<file path="src/rtl/instruction_fetch_unit.sv">
// Instruction fetch unit: one outstanding program-memory fetch feeding an instruction register
// backed by a 1-deep prefetch buffer; taken jumps flush the buffer and squash in-flight fetches.
module instruction_fetch_unit #(
    parameter int                ADDR_W   = 8,
    parameter int                INSTR_W  = 16,
    parameter int                OPCODE_W = 5,
    parameter logic [ADDR_W-1:0] RESET_PC = '0
) (
    input  logic                Clk,
    input  logic                Rst,
    input  logic                Enable,
    output logic                MemReq,
    output logic [ADDR_W-1:0]   MemAddr,
    input  logic [INSTR_W-1:0]  MemData,
    input  logic                MemValid,
    input  logic                InstrDone,
    input  logic                JumpEn,
    input  logic [ADDR_W-1:0]   JumpAddr,
    output logic [OPCODE_W-1:0] OpCode,
    output logic [10:0]         IRData,
    output logic                IRValid,
    output logic                StepCounterReset,
    output logic [ADDR_W-1:0]   PC
);

    // state | meaning
    // IDLE  | no fetch outstanding
    // REQ   | MemReq high, waiting for the MemValid strobe
    typedef enum logic {IDLE, REQ} state_t;

    state_t               state;
    state_t               next_state;
    logic                 issue;
    logic [ADDR_W-1:0]    fetch_addr;
    logic                 squash;
    logic                 pb_valid;
    logic [INSTR_W-1:0]   pb_word;
    logic [ADDR_W-1:0]    pb_addr;
    logic                 retire;
    logic                 jump;
    logic                 mem_done;
    logic                 mem_keep;
    logic                 ir_free;

    assign retire   = InstrDone && IRValid;
    assign jump     = retire && JumpEn;
    assign mem_done = (state == REQ) && MemValid;
    // A returning word survives only if it was not squashed earlier and no jump lands on the same edge.
    assign mem_keep = mem_done && !squash && !jump;
    assign ir_free  = !IRValid || (retire && !JumpEn && !pb_valid);
    assign MemReq   = (state == REQ);

    always_ff @(posedge Clk or negedge Rst) begin
        if (!Rst) begin
            state <= IDLE;
        end else begin
            state <= next_state;
        end
    end

    always_comb begin
        next_state = state;
        issue      = 1'b0;
        case (state)
            IDLE: begin
                if (Enable && (!IRValid || !pb_valid)) begin
                    next_state = REQ;
                    issue      = 1'b1;
                end
            end
            REQ: begin
                if (MemValid) begin
                    next_state = IDLE;
                end
            end
            default: next_state = IDLE;
        endcase
    end

    always_ff @(posedge Clk or negedge Rst) begin
        if (!Rst) begin
            MemAddr          <= RESET_PC;
            fetch_addr       <= RESET_PC;
            squash           <= 1'b0;
            pb_valid         <= 1'b0;
            pb_word          <= '0;
            pb_addr          <= RESET_PC;
            OpCode           <= '0;
            IRData           <= '0;
            IRValid          <= 1'b0;
            StepCounterReset <= 1'b0;
            PC               <= RESET_PC;
        end else begin
            StepCounterReset <= 1'b0;

            // An issue on the jump edge goes straight to the target rather than the stale address.
            if (issue) begin
                MemAddr <= jump ? JumpAddr : fetch_addr;
            end

            if (jump) begin
                fetch_addr <= JumpAddr;
            end else if (mem_keep) begin
                fetch_addr <= fetch_addr + ADDR_W'(1);
            end

            if (mem_done && squash) begin
                squash <= 1'b0;
            end else if (jump && (state == REQ) && !MemValid) begin
                squash <= 1'b1;
            end

            if (mem_keep && ir_free) begin
                OpCode           <= MemData[INSTR_W-1 -: OPCODE_W];
                IRData           <= MemData[10:0];
                PC               <= MemAddr;
                IRValid          <= 1'b1;
                StepCounterReset <= 1'b1;
            end else if (jump) begin
                IRValid <= 1'b0;
            end else if (retire && pb_valid) begin
                OpCode           <= pb_word[INSTR_W-1 -: OPCODE_W];
                IRData           <= pb_word[10:0];
                PC               <= pb_addr;
                StepCounterReset <= 1'b1;
            end else if (retire) begin
                IRValid <= 1'b0;
            end

            if (jump) begin
                pb_valid <= 1'b0;
            end else if (mem_keep && !ir_free) begin
                pb_valid <= 1'b1;
                pb_word  <= MemData;
                pb_addr  <= MemAddr;
            end else if (retire && pb_valid) begin
                pb_valid <= 1'b0;
            end
        end
    end

endmodule
</file>
<file path="config.mk">
export PLATFORM = sky130hd
export DESIGN_NAME = instruction_fetch_unit
export DESIGN_NICKNAME = d
export VERILOG_FILES = /design/src/rtl/instruction_fetch_unit.sv
export SDC_FILE = /design/constraint.sdc
export NUM_CORES = 1
export LEC_CHECK = 0
export CAP_MARGIN = 20
export CORE_ASPECT_RATIO = 0.7
export CORE_MARGIN = 2
export CORE_UTILIZATION = 50
export DETAILED_ROUTE_END_ITERATION = 7
export HOLD_SLACK_MARGIN = 0.05
export PLACE_DENSITY = 0.81
export SLEW_MARGIN = 0
export SYNTH_ARGS = -nofsm -noshare
export SYNTH_HDL_FRONTEND = slang
export SYNTH_SLANG_ARGS = --single-unit
</file>
<file path="constraint.sdc">
create_clock -name Clk -period 3 [get_ports Clk]
set_input_delay 0.3 -clock Clk [delete_from_list [all_inputs] [get_ports Clk]]
set_output_delay 0.3 -clock Clk [all_outputs]
set_load 0.03 [all_outputs]
</file>
Word-level counts from Yosys, hierarchy flattened
Cells that the tools add are included.
Word-level totals
  register bits: 69
  input bits: 30
  output and inout bits: 35
  word-level logic and storage cells: 76
Cells by class
  bitwise gates (word level): 2
  add/sub/neg operators: 1
  equality and inequality tests: 2
  reduce and logical (&&, ||, !) cells: 31
  multiplexer cells: 28
Operators by type and width (count)
  two-way mux 8 bit: 6
  two-way mux 11 bit: 3
  two-way mux 1 bit: 15
  two-way mux 5 bit: 3
  logical AND 1 bit: 14
  adder 8 x 1 -> 8 bit (second input constant): 1
  zero test 1 bit: 7
  AND reduction 2 bit: 3
  nonzero test 2 bit: 3
  nonzero test 3 bit: 2
  inequality test 3 bit (second input constant): 1
  logical OR 1 bit: 2
  inequality test 2 x 1 -> 1 bit (second input constant): 1
  inverter 1 bit: 2
  case mux 1 bit (2 select lines): 1

Depth between registers and ports, before layout
Gate-level depths: netlist (run 1).
  depth after elaboration: 8
  gate-level depth with buffers: 6
  gate-level depth less buffers: 4

Worst setup path before layout (run 1)
OpenSTA, ideal clock, no wires.
  kind: register to register
  from: reg state, in the netlist MemReq
  to: reg pb_addr[0]
  arrival: 1704 ps
  library setup time: 128 ps
  required time: 2872 ps
  path buffers: 2
  stages on the path, launching flop included: 6
  period minus slack after synthesis: 1832 ps
  path slack: 1168 ps
  path through: dfrtp_1 > buf_4 > nand3b_4 > a211oi_4 > buf_6 > mux2_1
Between the ends
  word-level cells in the longest chain between the ends: 5
RTL lines
  start: declaration: line 31  | state_t state;
  start signal: assignment: line 57  | state <= next_state;
  logical AND 1 bit: line 47  | assign mem_done = (state == REQ) && MemValid;
  logical AND 1 bit (2 in series): line 49  | assign mem_keep = mem_done && !squash && !jump;
  logical AND 1 bit: line 132  | end else if (mem_keep && !ir_free) begin
  AND reduction 2 bit (no line)
  end signal: assignment: line 135  | pb_addr <= MemAddr;
  end: declaration: line 38  | logic [ADDR_W-1:0] pb_addr;
No other way between the ends.
A chain may end at the register's enable or synchronous reset.

Final worst setup path (run 1)
  from: in MemValid
  to: reg OpCode[0]
Between the ends
  word-level cells in the longest chain between the ends: 6
  elaborated cells on any way between the ends: 8
  classes of those cells: eq/ne (1); mux (1); reduce/logical (6)
RTL lines
  start: declaration: line 15  | input logic MemValid,
  logical AND 1 bit *: line 47
  logical AND 1 bit * (2 in series): line 49
  logical AND 1 bit *: line 113  | if (mem_keep && ir_free) begin
  inequality test 2 x 1 -> 1 bit (no line) / nonzero test 2 bit (equally long branches)
  AND reduction 2 bit (no line)
  end signal: assignment: line 114  | OpCode <= MemData[INSTR_W-1 -: OPCODE_W];
  end signal: assignment: line 122  | OpCode <= pb_word[INSTR_W-1 -: OPCODE_W];
  end: declaration: line 19  | output logic [OPCODE_W-1:0] OpCode,
Mark *: on every way between the ends. The rest lies on a longest branch, timed or not.

==> results.yml, run 1 <==
synthesis:
  ys_warn_count: 0
  yosys.area.top_type: "dfrtp_1"
  yosys.area_share.simple: 0.114
  yosys.area.top_type_share: 0.547
  synth_fa_ha_area_frac: 0.00397
  syn-num-nets: 267
  synth-xor-area-share: 0.00555
  async_reset_ff_frac: 1.00
  syn_area_per_cell_sq_um: 13.4
  synthTopCellsByArea: "dfrtp_1 (55%), mux2_1 (7.1%), a221o_2 (6.4%), mux2_2 (5.4%), and2_1 (4.8%)"
  synth_most_common_cell: "dfrtp_1"
  synth_top_family_by_area: "multiplexers"
  seq_area_frac_synth: 0.547
  synthMuxAreaShare: 0.149
  synth_cells: 236
  synth.distinct_cells: 38
  synth_ff_type: "dfrtp_1"
  synth_edf_count: 0
  synth_common_cells: "dfrtp_1 (69), and2_1 (24), mux2_1 (20)"
  netlist_area_sq_um: 3160
  synth_compound_area_frac: 0.138
  synth_seq_cells: 69
timing:
  fin_crit_sh: 0.659
  finalSetupTns_ps: 0
  relSlewSlack: 0.379
  fin_crit_ps: 1980
  report.final.setup_viol: 0
  finalClockSkew_ps: 8.48
  drv_slew: 0
  hold-worst-slack_ps: 477
  worst_pin_slew_ps: 931
  fmax_mhz: 505
  rsz0062_at_grt: "false"
  finalWorstSetupSlack_ps: 1020
  hold_viol_final: 0
pwr:
  power_density_nw_per_um2: 1070
  p_leak_uw: 0.00172
  vdd_drop_max_mv: 0.549
setup_path:
  worstPathCellList: "clkdlybuf4s50_1, nand3b_4, a22o_1, a221o_2"
  worst-path-buf-inv: 1
  required_ps: 3220
  startpoint_type: "input port"
  worstSetupPathType: "in -> reg"
  cp_slowest_stage_delay_ps: 630
  slowest_stage: "clkdlybuf4s50_1"
  path_delay_family: "compound AO/OA/AOI/OAI gates"
  path_max_fanout: 25
  arrival_ps: 2200
  critPathCaptureType: "flop"
drt:
  totalWireLength_microns: 6320
  firstDrtPassIters: 4
  viasPerCell: 5.66
  wl_per_cell_microns: 16.5
  ant_nets: 0
  drc_errors: 0
  num_vias: 2164
  drt_iter0_markers: 122
clocking:
  cts_tree: "done"
  cts-root-buf: "clkbuf_8"
  cts_resized: 0
  cts_buffers: 9
  cts_buffer_depth: 2
  clk_pin_slew_ps: 70
  clkLatencyLatePin_ps: 340
  cts_sinks: 69
  htreeDepth: 3
outcome:
  status: "completed"
grt:
  grt_usage: 0.197
  grt_pass1_vias: 2095
  overflow: 0
  grt_max_degree: 29
  grt_pass1_wl_microns: 10700
  antenna_found_initial: 0
flow_run:
  drv_cap: 0
die:
  die_h_microns: 70.5
  rows: 24
  ioPinCount: 65
  core-area_sq_um: 6160
  die_w_microns: 99.0
  start_util: 0.513
  die_area_sq_um: 6970
finish:
  drive_gt1_frac: 0.201
  syn_to_final_growth_pct: 27.3
  regArea_sq_um: 1730
  nFillCells: 464
  multi_input_comb_area_sq_um: 1290
  n_antenna_cell: 0
  fin_nets: 331
place:
  numPortBuffers: 64
  dpl.hpwl_microns: 4380
  routabilityCongestion: 0.863
  place_ws_ps: 659
hold_path:
  min_path_type: "reg -> reg"
cell usage in the layout (no fill, tap or decap), types with 5 or more instances in the layout:
| cell | n |
|---|---|
| dfrtp_1 | 69 |
| clkdlybuf4s50_1 | 63 |
| and2_1 | 24 |
| mux2_1 | 20 |
| a221o_2 | 18 |
| mux2_2 | 15 |
| clkbuf_8 | 10 |
| nand2_1 | 9 |
| o21ai_0 | 7 |
| a221o_1 | 6 |
| nor2_1 | 6 |
| a31oi_1 | 6 |
| mux2_4 | 5 |
power by group:
part	total [uW]	switching [uW]	leakage, uW	internal [uW]
sequential	1690	334	0.000850	1360
combinational	1770	882	0.000764	884
clock	833	345	0.000105	489
layer usage:
layer  vias up  GRT usage  routed length (microns)
met5         -          0                        0
met3         9     0.0521                      381
met4         0     0.0654                       59
li1       1006          -                        -
met2        65      0.291                     2850
met1      1084      0.285                     3030
through the flow:
step | util | cells | instance area, sq um | power [uW]
after detailed placement | 0.615 | 366 | 3790 | 3490
after CTS | 0.653 | 382 | 4020 | 4330
after global routing | 0.653 | 382 | 4020 | 4540
after floorplan | - | 236 | 3160 | 2870
after global placement | 0.615 | 366 | 3790 | 3420
final | 0.653 | 382 | 4020 | 4290
kinds of logic after synthesis:
logic type      count (synthesis)
xor+xnor                        2
mux                            40
flops                          69
buf+inv                        18
fa+ha+maj                       1
simple gates                   58
compound gates                 48
final timing paths:
check / start / end / slack, ps / depth (start not counted)
worst max-delay path: MemValid / OpCode[0] / 1020 / 4
worst min register to register: pb_word[13] / pb_word[13] / 480 / 1
worst min-delay path: pb_word[13] / pb_word[13] / 480 / 1
max in group asynchronous: Rst / pb_addr[4] / 1720 / 3
min in group asynchronous: Rst / MemAddr[2] / 530 / 2
worst max register to register: IRValid / MemAddr[0] / 1070 / 3
layout make-up:
cell class,instances,area share
well taps,78,0.0243
clock inverters,5,0.0209
inverters,3,0.00280
multi-input cells,149,0.322
repair buffers,68,0.166
flip-flops and latches,69,0.430
clock buffers,10,0.0343
registers in the layout (all words and copies together) (netlist names), 5 cells and up:
name,count
PC,8
OpCode,5
pb_addr,8
fetch_addr,8
pb_word,16
MemAddr,8
IRData,11
what timing repair did:
| action | CTS | global route |
|---|---|---|
| hold buffers | 1 | 0 |
| setup buffers | 0 | 0 |
| endpoints found under the hold margin | 26 | 0 |
(Power assumes the default switching activity.)
==> run 2, diff against run 1 <==
==> constraint.sdc (replaced) <==
create_clock -name Clk -period 1.95 [get_ports Clk]
set_input_delay 0.195 -clock Clk [delete_from_list [all_inputs] [get_ports Clk]]
set_output_delay 0.195 -clock Clk [all_outputs]
set_load 0.03 [all_outputs]
==> run 2 against run 1 <==
Routed wire length increased by 5.7%. Non-clock buffer count increased by 11. Sequential power increased by 54%. Sequential share of layout area decreased by 0.99 points. Power increased by 55%. Final area increased by 2.4%. Clock-buffer cell count increased by 1. Flip-flop and latch count unchanged.
==> results.yml, run 2 (synthesis results as in run 1) <==
die:
  die_area_sq_um: 6970
  core-area_sq_um: 6160
  ioPinCount: 65
  die_h_microns: 70.5
  start_util: 0.513
  rows: 24
  die_w_microns: 99.0
timing:
  rsz0062_at_grt: "false"
  fin_crit_sh: 0.959
  finalSetupTns_ps: 0
  fin_crit_ps: 1870
  report.final.setup_viol: 0
  drv_slew: 0
  hold_viol_final: 0
  worst_pin_slew_ps: 484
  finalWorstSetupSlack_ps: 79.4
  finalClockSkew_ps: 10.4
  fmax_mhz: 535
  relSlewSlack: 0.677
  hold-worst-slack_ps: 289
drt:
  drt_iter0_markers: 128
  ant_nets: 0
  wl_per_cell_microns: 17.0
  firstDrtPassIters: 4
  num_vias: 2177
  drc_errors: 0
  totalWireLength_microns: 6680
  viasPerCell: 5.53
setup_path:
  cp_slowest_stage_delay_ps: 760
  required_ps: 1750
  arrival_ps: 1680
  path_max_fanout: 11
  worstPathCellList: "clkdlybuf4s50_1"
  startpoint_type: "flop"
  critPathCaptureType: "primary output"
  worst-path-buf-inv: 1
  path_delay_family: "buffers and inverters"
  worstSetupPathType: "reg -> out"
  slowest_stage: "clkdlybuf4s50_1"
pwr:
  swShare: 0.368
  switchingPower_uw: 2450
  p_int_uw: 4210
  power_density_nw_per_um2: 1620
  p_leak_uw: 0.00179
  vdd_drop_max_mv: 0.856
  seqPwrFrac: 0.391
  pwr-share-clk: 0.180
  p_comb_frac: 0.429
grt:
  grt_pass1_wl_microns: 11100
  grt_pass1_vias: 2201
  grt_max_degree: 42
  overflow: 0
  antenna_found_initial: 0
  grt_usage: 0.205
clocking:
  cts_resized: 0
  cts_buffers: 9
  htreeDepth: 3
  cts_sinks: 69
  cts_buffer_depth: 2
  clkLatencyLatePin_ps: 340
  cts_tree: "done"
  cts-root-buf: "clkbuf_8"
  clk_pin_slew_ps: 70
flow_run:
  drv_cap: 0
finish:
  fin_nets: 342
  top_register: "pb_word"
  syn_to_final_growth_pct: 30.3
  post-route-util: 0.668
  drive_gt1_frac: 0.231
  n_antenna_cell: 0
  largestRegisters: "pb_word x16, IRData x11"
  layout_common_cells: "dfrtp_1 (69), clkdlybuf4s50_1 (63), and2_1 (24)"
  largest_reg_flops: 16
  final_common_cell: "dfrtp_1"
  finalNonFillerCells: 394
place:
  dpl.hpwl_microns: 4860
  place_ws_ps: -28.3
  routabilityCongestion: 0.835
  numPortBuffers: 64
  dp_cells: 377
outcome:
  status: "completed"
hold_path:
  min_path_type: "in -> async"
-- run 2: changes by cell type in the layout (fill, tap and decap cells not counted) --
cell and change:
bufinv_16 -1, buf_4 +9, clkinvlp_4 -2, clkinv_2 +2
clkbuf_8 +1, clkinv_4 +1, buf_12 +2
-- run 2: final cells by class --
class,count,area [sq um]
Multi-Input combinational cell,149,1290
Fill cell,471,2040
Clock buffer,11,151
Tap cell,78,97.6
Inverter,3,11.3
Timing Repair Buffer,79,776
Sequential cell,69,1730
Clock inverter,5,57.6
-- run 2: routing by layer --
layer / GRT usage / vias up / part of all wire
li1: - / 1024 / -
met4: 0.0563 / 0 / 0
met1: 0.296 / 1096 / 0.47
met3: 0.0601 / 0 / 0.050
met2: 0.304 / 57 / 0.48
met5: 0 / - / 0
-- run 2: worst paths after layout --
path	startpoint	to	slack, ps	cells after the start
min in group Clk	JumpAddr[2]	fetch_addr[2]	440	3
worst min register to register	pb_addr[7]	pb_addr[7]	480	1
worst max register to register	IRValid	MemAddr[3]	230	4
worst max-delay path	IRValid	IRValid	80	1
worst min-delay path	Rst	fetch_addr[7]	290	2
max in group asynchronous	Rst	IRValid	1120	3
-- run 2: power groups by stage --
stage / Clock, uW / Sequential [uW] / Combinational [uW]
floorplan: 0 / 3040 / 1380
global placement: 0 / 2590 / 2780
detailed placement: 0 / 2630 / 2870
CTS: 1230 / 2610 / 2880
global route: 1290 / 2700 / 3050
finish: 1200 / 2610 / 2860
-- run 2: metrics by stage --
| stage | area (sq um) | total power, uW |
|---|---|---|
| 3_3_place_gp | 3890 | 5370 |
| 4_1_cts | 4110 | 6720 |
| 2_1_floorplan | 3160 | 4410 |
| 6_report | 4110 | 6660 |
| 3_5_place_dp | 3890 | 5500 |
| 5_1_grt | 4110 | 7040 |
-- run 2: repair_timing --
| item | in CTS | in global routing |
|---|---|---|
| endpoints found under the hold margin | 11 | 0 |
| hold buffers | 1 | 0 |
| buffers inserted | 0 | 0 |
